## src/rtl/wb_rr_arbiter.sv

```systemverilog
// Round-robin Wishbone B4 arbiter: NM masters share one slave port, grant held per CYC,
// with a per-grant response watchdog that terminates hung cycles with ERR.
module wb_rr_arbiter #(
  parameter int NM      = 2,
  parameter int aw      = 32,
  parameter int dw      = 32,
  parameter int TIMEOUT = 255
) (
  input  logic               wb_clk_i,
  input  logic               wb_rst_i,
  input  logic [NM*aw-1:0]   wbm_adr_i,
  input  logic [NM*dw-1:0]   wbm_dat_i,
  input  logic [NM*dw/8-1:0] wbm_sel_i,
  input  logic [NM-1:0]      wbm_we_i,
  input  logic [NM-1:0]      wbm_cyc_i,
  input  logic [NM-1:0]      wbm_stb_i,
  input  logic [NM*3-1:0]    wbm_cti_i,
  input  logic [NM*2-1:0]    wbm_bte_i,
  output logic [dw-1:0]      wbm_dat_o,
  output logic [NM-1:0]      wbm_ack_o,
  output logic [NM-1:0]      wbm_err_o,
  output logic [NM-1:0]      wbm_rty_o,
  output logic [aw-1:0]      wbs_adr_o,
  output logic [dw-1:0]      wbs_dat_o,
  output logic [dw/8-1:0]    wbs_sel_o,
  output logic               wbs_we_o,
  output logic               wbs_cyc_o,
  output logic               wbs_stb_o,
  output logic [2:0]         wbs_cti_o,
  output logic [1:0]         wbs_bte_o,
  input  logic [dw-1:0]      wbs_dat_i,
  input  logic               wbs_ack_i,
  input  logic               wbs_err_i,
  input  logic               wbs_rty_i,
  output logic [NM-1:0]      grant_o
);

  localparam int OW    = $clog2(NM);
  localparam int CW    = (TIMEOUT > 1) ? $clog2(TIMEOUT + 1) : 1;
  localparam bit WD_EN = (TIMEOUT > 0);

  typedef enum logic {IDLE, BUSY} state_t;

  state_t        state_q, state_d;
  logic [OW-1:0] last_q, last_d;     // last owner; doubles as current owner while BUSY
  logic [OW-1:0] arb_idx;
  logic          arb_found;
  logic [CW-1:0] wd_cnt_q;
  logic          to_err_q;

  logic busy, own_cyc, own_stb, slv_resp;

  assign busy     = (state_q == BUSY);
  assign own_cyc  = wbm_cyc_i[last_q];
  assign own_stb  = wbm_stb_i[last_q];
  assign slv_resp = wbs_ack_i | wbs_err_i | wbs_rty_i;

  // First requester searching upward from last+1, wrapping modulo NM.
  always_comb begin
    arb_found = 1'b0;
    arb_idx   = last_q;
    for (int i = 1; i <= NM; i++) begin
      if (!arb_found && wbm_cyc_i[(int'(last_q) + i) % NM]) begin
        arb_found = 1'b1;
        arb_idx   = OW'((int'(last_q) + i) % NM);
      end
    end
  end

  // NOTE: async reset in the sensitivity list and <= for every register, so all
  // state updates land together at the edge regardless of statement order.
  always_ff @(posedge wb_clk_i or negedge wb_rst_i) begin
    if (!wb_rst_i) begin
      state_q <= IDLE;
      last_q  <= OW'(NM - 1);
    end else begin
      state_q <= state_d;
      last_q  <= last_d;
    end
  end

  // NOTE: every comb output gets a default first so no path infers a latch.
  always_comb begin
    state_d = state_q;
    last_d  = last_q;
    case (state_q)
      IDLE: begin
        if (arb_found) begin
          state_d = BUSY;
          last_d  = arb_idx;
        end
      end
      BUSY: begin
        if (!own_cyc) begin
          if (arb_found) last_d  = arb_idx;
          else           state_d = IDLE;
        end
      end
      default: state_d = IDLE;
    endcase
  end

  // Counter only runs while the owner holds a live strobe; a response wins over expiry.
  always_ff @(posedge wb_clk_i or negedge wb_rst_i) begin
    if (!wb_rst_i) begin
      wd_cnt_q <= '0;
      to_err_q <= 1'b0;
    end else if (WD_EN && busy && own_cyc && own_stb && !to_err_q && !slv_resp) begin
      if (wd_cnt_q == CW'(TIMEOUT - 1)) begin
        wd_cnt_q <= '0;
        to_err_q <= 1'b1;
      end else begin
        wd_cnt_q <= wd_cnt_q + 1'b1;
        to_err_q <= 1'b0;
      end
    end else begin
      wd_cnt_q <= '0;
      to_err_q <= 1'b0;
    end
  end

  assign wbm_dat_o = wbs_dat_i;

  always_comb begin
    grant_o   = '0;
    wbm_ack_o = '0;
    wbm_err_o = '0;
    wbm_rty_o = '0;
    wbs_adr_o = '0;
    wbs_dat_o = '0;
    wbs_sel_o = '0;
    wbs_we_o  = 1'b0;
    wbs_cyc_o = 1'b0;
    wbs_stb_o = 1'b0;
    wbs_cti_o = '0;
    wbs_bte_o = '0;
    if (busy) begin
      grant_o[last_q]   = 1'b1;
      wbs_adr_o         = wbm_adr_i[last_q*aw +: aw];
      wbs_dat_o         = wbm_dat_i[last_q*dw +: dw];
      wbs_sel_o         = wbm_sel_i[last_q*(dw/8) +: dw/8];
      wbs_we_o          = wbm_we_i[last_q];
      wbs_cti_o         = wbm_cti_i[last_q*3 +: 3];
      wbs_bte_o         = wbm_bte_i[last_q*2 +: 2];
      wbs_cyc_o         = own_cyc & ~to_err_q;
      wbs_stb_o         = own_stb & ~to_err_q;
      wbm_ack_o[last_q] = wbs_ack_i;
      wbm_err_o[last_q] = wbs_err_i | to_err_q;
      wbm_rty_o[last_q] = wbs_rty_i;
    end
  end

endmodule

```

## config.mk

```make
export PLATFORM = sky130hd
export DESIGN_NAME = wb_rr_arbiter
export DESIGN_NICKNAME = d
export VERILOG_FILES = /design/src/rtl/wb_rr_arbiter.sv
export SDC_FILE = /design/constraint.sdc
export NUM_CORES = 1
export LEC_CHECK = 0
export ABC_CLOCK_PERIOD_IN_PS = 1700
export CORE_AREA = 4 4 116 118
export CTS_CLUSTER_DIAMETER = 50
export DETAILED_ROUTE_END_ITERATION = 12
export DIE_AREA = 0 0 120 122
export GPL_ROUTABILITY_DRIVEN = 1
export SLEW_MARGIN = 20
export SYNTH_ARGS = -nofsm -noshare
export SYNTH_HDL_FRONTEND = slang
export SYNTH_SLANG_ARGS = --single-unit
```

## constraint.sdc

```tcl
create_clock -name wb_clk_i -period 1.7 [get_ports wb_clk_i]
set_input_delay 0.255 -clock wb_clk_i [delete_from_list [all_inputs] [get_ports wb_clk_i]]
set_output_delay 0.255 -clock wb_clk_i [all_outputs]
set_load 0.02 [all_outputs]
```

==> results.rst, run 1 <==
.. list-table::
   :header-rows: 1

   * - Metric
     - Value
   * - Worst Hold Class
     - primary input to async pin
   * - Final count of hold timing violations
     - 0
   * - I/O pins
     - 305
   * - Time the worst path needs with I/O delays and setup
     - 1960 ps
   * - Final Cycle Share
     - 1.16
   * - Syn avg cell area
     - 8.29 sq um
   * - Relative max-transition margin
     - 0.674
   * - Share of synthesized area occupied by flip-flops and latches
     - 0.129
   * - Area grow syn2layout
     - 135%
   * - Number of vias after detailed routing
     - 2761
   * - Buffers on Ports
     - 240
   * - Synth async-reset ratio
     - 1.00
   * - Dominant register cell in the synthesized netlist
     - sky130_fd_sc_hd__dfrtp_1
   * - Vias per std cell
     - around 4.2
   * - Fraction of post-synthesis cell area in the top cell type by area
     - 0.345
   * - Post-Synthesis Cells
     - 259
   * - Number of design rule violations left after detail routing
     - 0
   * - Measured slew at the worst slew-check pin
     - 487 ps
   * - Number of max-cap violations
     - 0
   * - Reg-to-reg critical path startpoint
     - last_q$_DFFE_PN1P_
   * - Net count after synthesis
     - 450
   * - Overall Global Routing Usage
     - 0.145
   * - Die X
     - roughly 120 um
   * - Total Die Area
     - 14600 sq um
   * - Worst-path cell with the longest stage delay
     - sky130_fd_sc_hd__dfstp_4
   * - Maximum fanout along the worst path
     - 5
   * - Post-route antenna net violation count
     - 0
   * - NumNets Final
     - approximately 700
   * - Std-Cell Core Area
     - 12500 sq um
   * - Highest cell delay on the worst timing path
     - 650 ps
   * - Cts hold-fix bufs
     - 0
   * - Worst Skew
     - 4.10 ps
   * - Arrival time reported for the critical path endpoint
     - 1710 ps
   * - CP cell instances
     - buf_12, buf_12, buf_16, mux2i_2, nor2b_1, buf_4
   * - Count of warnings emitted by yosys
     - 0
   * - Total of fill cells in the finished design
     - 1280
   * - Category of the worst setup path capture point
     - output pin
   * - Diode insertion count for antenna repair
     - 0
   * - Power density relative to cell area
     - 536 nW/um^2
   * - Initial core utilization
     - 0.172
   * - Row count
     - between 40 and 50
   * - Synth top area cells
     - sky130_fd_sc_hd__mux2i_1 34%, sky130_fd_sc_hd__nor2b_1 22%, sky130_fd_sc_hd__dfrtp_1 12%
   * - Count of unique library cells instantiated by Yosys
     - 28
   * - Largest net degree at the start of global routing
     - 47
   * - Startpoint type of the worst setup path
     - flip-flop
   * - TritonCTS Buffers
     - 3
   * - Overflow left after global routing
     - 0
   * - CTS tree
     - done
   * - Routed length per placed instance
     - 17.9 um
   * - HPWL after detailed placement
     - 9.01 mm
   * - Summed instance area of the synthesized netlist
     - about 2100 sq um
   * - First-pass GRT wire length
     - between 15 and 20 mm
   * - CTS clock-pin slew for the worst setup and hold paths
     - around 40 ps
   * - Most frequent cell after synthesis
     - sky130_fd_sc_hd__nor2b_1
   * - Required time at the endpoint of the critical path
     - ~1400 ps
   * - Number of global-route vias before repair
     - 2866
   * - Reg2reg setup slack
     - 50 ps
   * - Number of flops mapped to enable cells by yosys
     - 0
   * - Total wirelength of the detailed-routed design
     - 11.9 mm
   * - Sink count of the clock tree
     - 11
   * - Height of the chip
     - 122 um
   * - Static leakage
     - between 2 and 2.5 nW
   * - Initial DRC Count
     - slightly below 50
   * - Total number of H-tree levels
     - 1
   * - GP Congestion
     - 0.808
   * - Post-synthesis sequential element count
     - 11
   * - Type of the setup path with the least slack
     - flip-flop to output pin
   * - Worst-case vdd ir drop
     - around 340 uV
   * - End of the worst register-to-register path
     - wd_cnt_q[5]$_DFF_PN0_
   * - RSZ-0062 raised after global routing
     - true
   * - Violated checks
     - negative setup slack
   * - Share of final-layout standard cells stronger than drive strength 1
     - 0.327
   * - Achievable frequency
     - 509 MHz
   * - Core occupancy in the finished layout
     - 0.405
   * - Result of the run
     - finished, violations left
   * - Router iterations before antenna repair
     - 4
   * - Number of setup violations in the final report
     - 83
   * - Post-layout power
     - approximately 2.7 mW
   * - Cell repeated most along the worst path
     - sky130_fd_sc_hd__buf_12
   * - Leading area contributor after synthesis
     - sky130_fd_sc_hd__mux2i_1
   * - Initial antenna violation count
     - 0
   * - Reg2reg path depth
     - 6
   * - Setup WS post-layout
     - -264 ps
   * - Maximum buffer depth of the clock tree
     - 2
   * - CTS Root Cell
     - sky130_fd_sc_hd__clkbuf_16
   * - Slew Viols, Final
     - 0
   * - Leading post-synthesis cells by instance count
     - 77 x sky130_fd_sc_hd__nor2b_1, 74 x sky130_fd_sc_hd__mux2i_1, 32 x sky130_fd_sc_hd__buf_4
   * - Clock latency on the worst-skew pair
     - 240 ps
==> worst max-delay path by stage <==
stage                                   from           end  slack (ps)  cells after the start
after floorplan           last_q$_DFFE_PN1P_  wbm_err_o[1]          20                      4
after global placement    last_q$_DFFE_PN1P_  wbs_adr_o[2]        -380                      4
after detailed placement  last_q$_DFFE_PN1P_  wbs_adr_o[2]        -380                      4
after CTS                 last_q$_DFFE_PN1P_  wbs_dat_o[6]        -270                      6
after global routing      last_q$_DFFE_PN1P_  wbs_dat_o[6]        -330                      6
final                     last_q$_DFFE_PN1P_  wbs_dat_o[6]        -260                      6
==> layout make-up <==
| cell class | count | area (sq um) | share of cell area |
|---|---|---|---|
| inverters | 1 | 3.75 | 0.000743 |
| repair buffers | 279 | 2750 | 0.545 |
| clock buffers | 4 | 78.8 | 0.0156 |
| multi-input cells | 198 | 1720 | 0.341 |
| flip-flops and latches | 11 | 282 | 0.0557 |
| well taps | 172 | 215 | 0.0426 |
==> critical path: cells and delay by family (launching register included) <==
family	cells	cell delay [ps]
multiplexers	1	210
buffers and inverters	4	530
AND/OR/NAND/NOR	1	70
flip-flops	1	650
==> sequential cells by signal, indices dropped and copies added (netlist names) <==
| name | cells |
|---|---|
| busy | 1 |
| wd_cnt_q | 8 |
| last_q | 1 |
| to_err_q | 1 |
==> cell families after synthesis <==
family	share of synthesized area
compound gates	0.0285
mux	0.355
xor+xnor	0.0122
flops	0.129
buf+inv	0.150
fa+ha+maj	0.0116
simple gates	0.313
==> per-stage QoR <==
step	setup TNS (ps)	cells	hold slack, ps	instance area (sq um)	worst slack, ps
finish	-15170	665	348	5050	-264
CTS	-15750	658	376	4760	-269
detailed placement	-26310	639	483	4630	-383
global route	-19970	665	412	5050	-328
global placement	-24900	639	478	4630	-379
floorplan	0	259	-40.6	2150	15.6
==> cell usage in the layout (no fill, tap or decap), drive strengths merged <==
cell	n
clkbuf	6
nor2b	77
and2	3
mux2i	74
and3	2
dfrtp	10
buf	121
nor3	6
ha	2
nor2	3
a211oi	3
o21ai	4
or2	1
inv	1
nand2	5
xnor2	1
nand3	4
xor2	2
a22o	1
nand4	3
dfstp	1
clkdlybuf4s50	156
or3	3
nor4	1
mux2	2
and3b	1
==> power breakdown <==
| group | total (mW) | switching [mW] | internal [mW] |
|---|---|---|---|
| clock | 0.431 | 0.116 | 0.315 |
| sequential | 0.282 | 0.00966 | 0.272 |
| combinational | 1.99 | 0.853 | 1.14 |
==> per-layer routing <==
layer	wire, um	track usage	part of all wire
met4	300	0.0465	0.025
met5	0	0	0
met2	6200	0.272	0.52
met1	4210	0.151	0.35
met3	1170	0.0511	0.099
==> what timing repair did <==
action / in CTS / in global routing
setup endpoints to repair: 84 / 93
pin swaps: 0 / 3
cloned: 7 / 3
buffers inserted: 8 / 7
resized for setup: 385 / 71
No activity file was read; power rests on OpenSTA's default activity.
==> run 2: changes to the inputs <==
--- a/config.mk
+++ b/config.mk
@@ -7,7 +7,7 @@
 export LEC_CHECK = 0
 export ABC_CLOCK_PERIOD_IN_PS = 1700
 export CORE_AREA = 4 4 116 118
-export CTS_CLUSTER_DIAMETER = 50
+export CTS_CLUSTER_DIAMETER = 200
 export DETAILED_ROUTE_END_ITERATION = 12
 export DIE_AREA = 0 0 120 122
 export GPL_ROUTABILITY_DRIVEN = 1
==> results of run 2 <==
Same layout as run 1: the final DEF is identical, and so are final timing and power.
==> run 3: changes to the inputs <==
--- a/config.mk
+++ b/config.mk
@@ -6,6 +6,7 @@
 export NUM_CORES = 1
 export LEC_CHECK = 0
 export ABC_CLOCK_PERIOD_IN_PS = 1700
+export CAP_MARGIN = 10
 export CORE_AREA = 4 4 116 118
 export CTS_CLUSTER_DIAMETER = 200
 export DETAILED_ROUTE_END_ITERATION = 12
==> results of run 3 <==
Same layout as run 1: the final DEF is identical, and so are final timing and power.
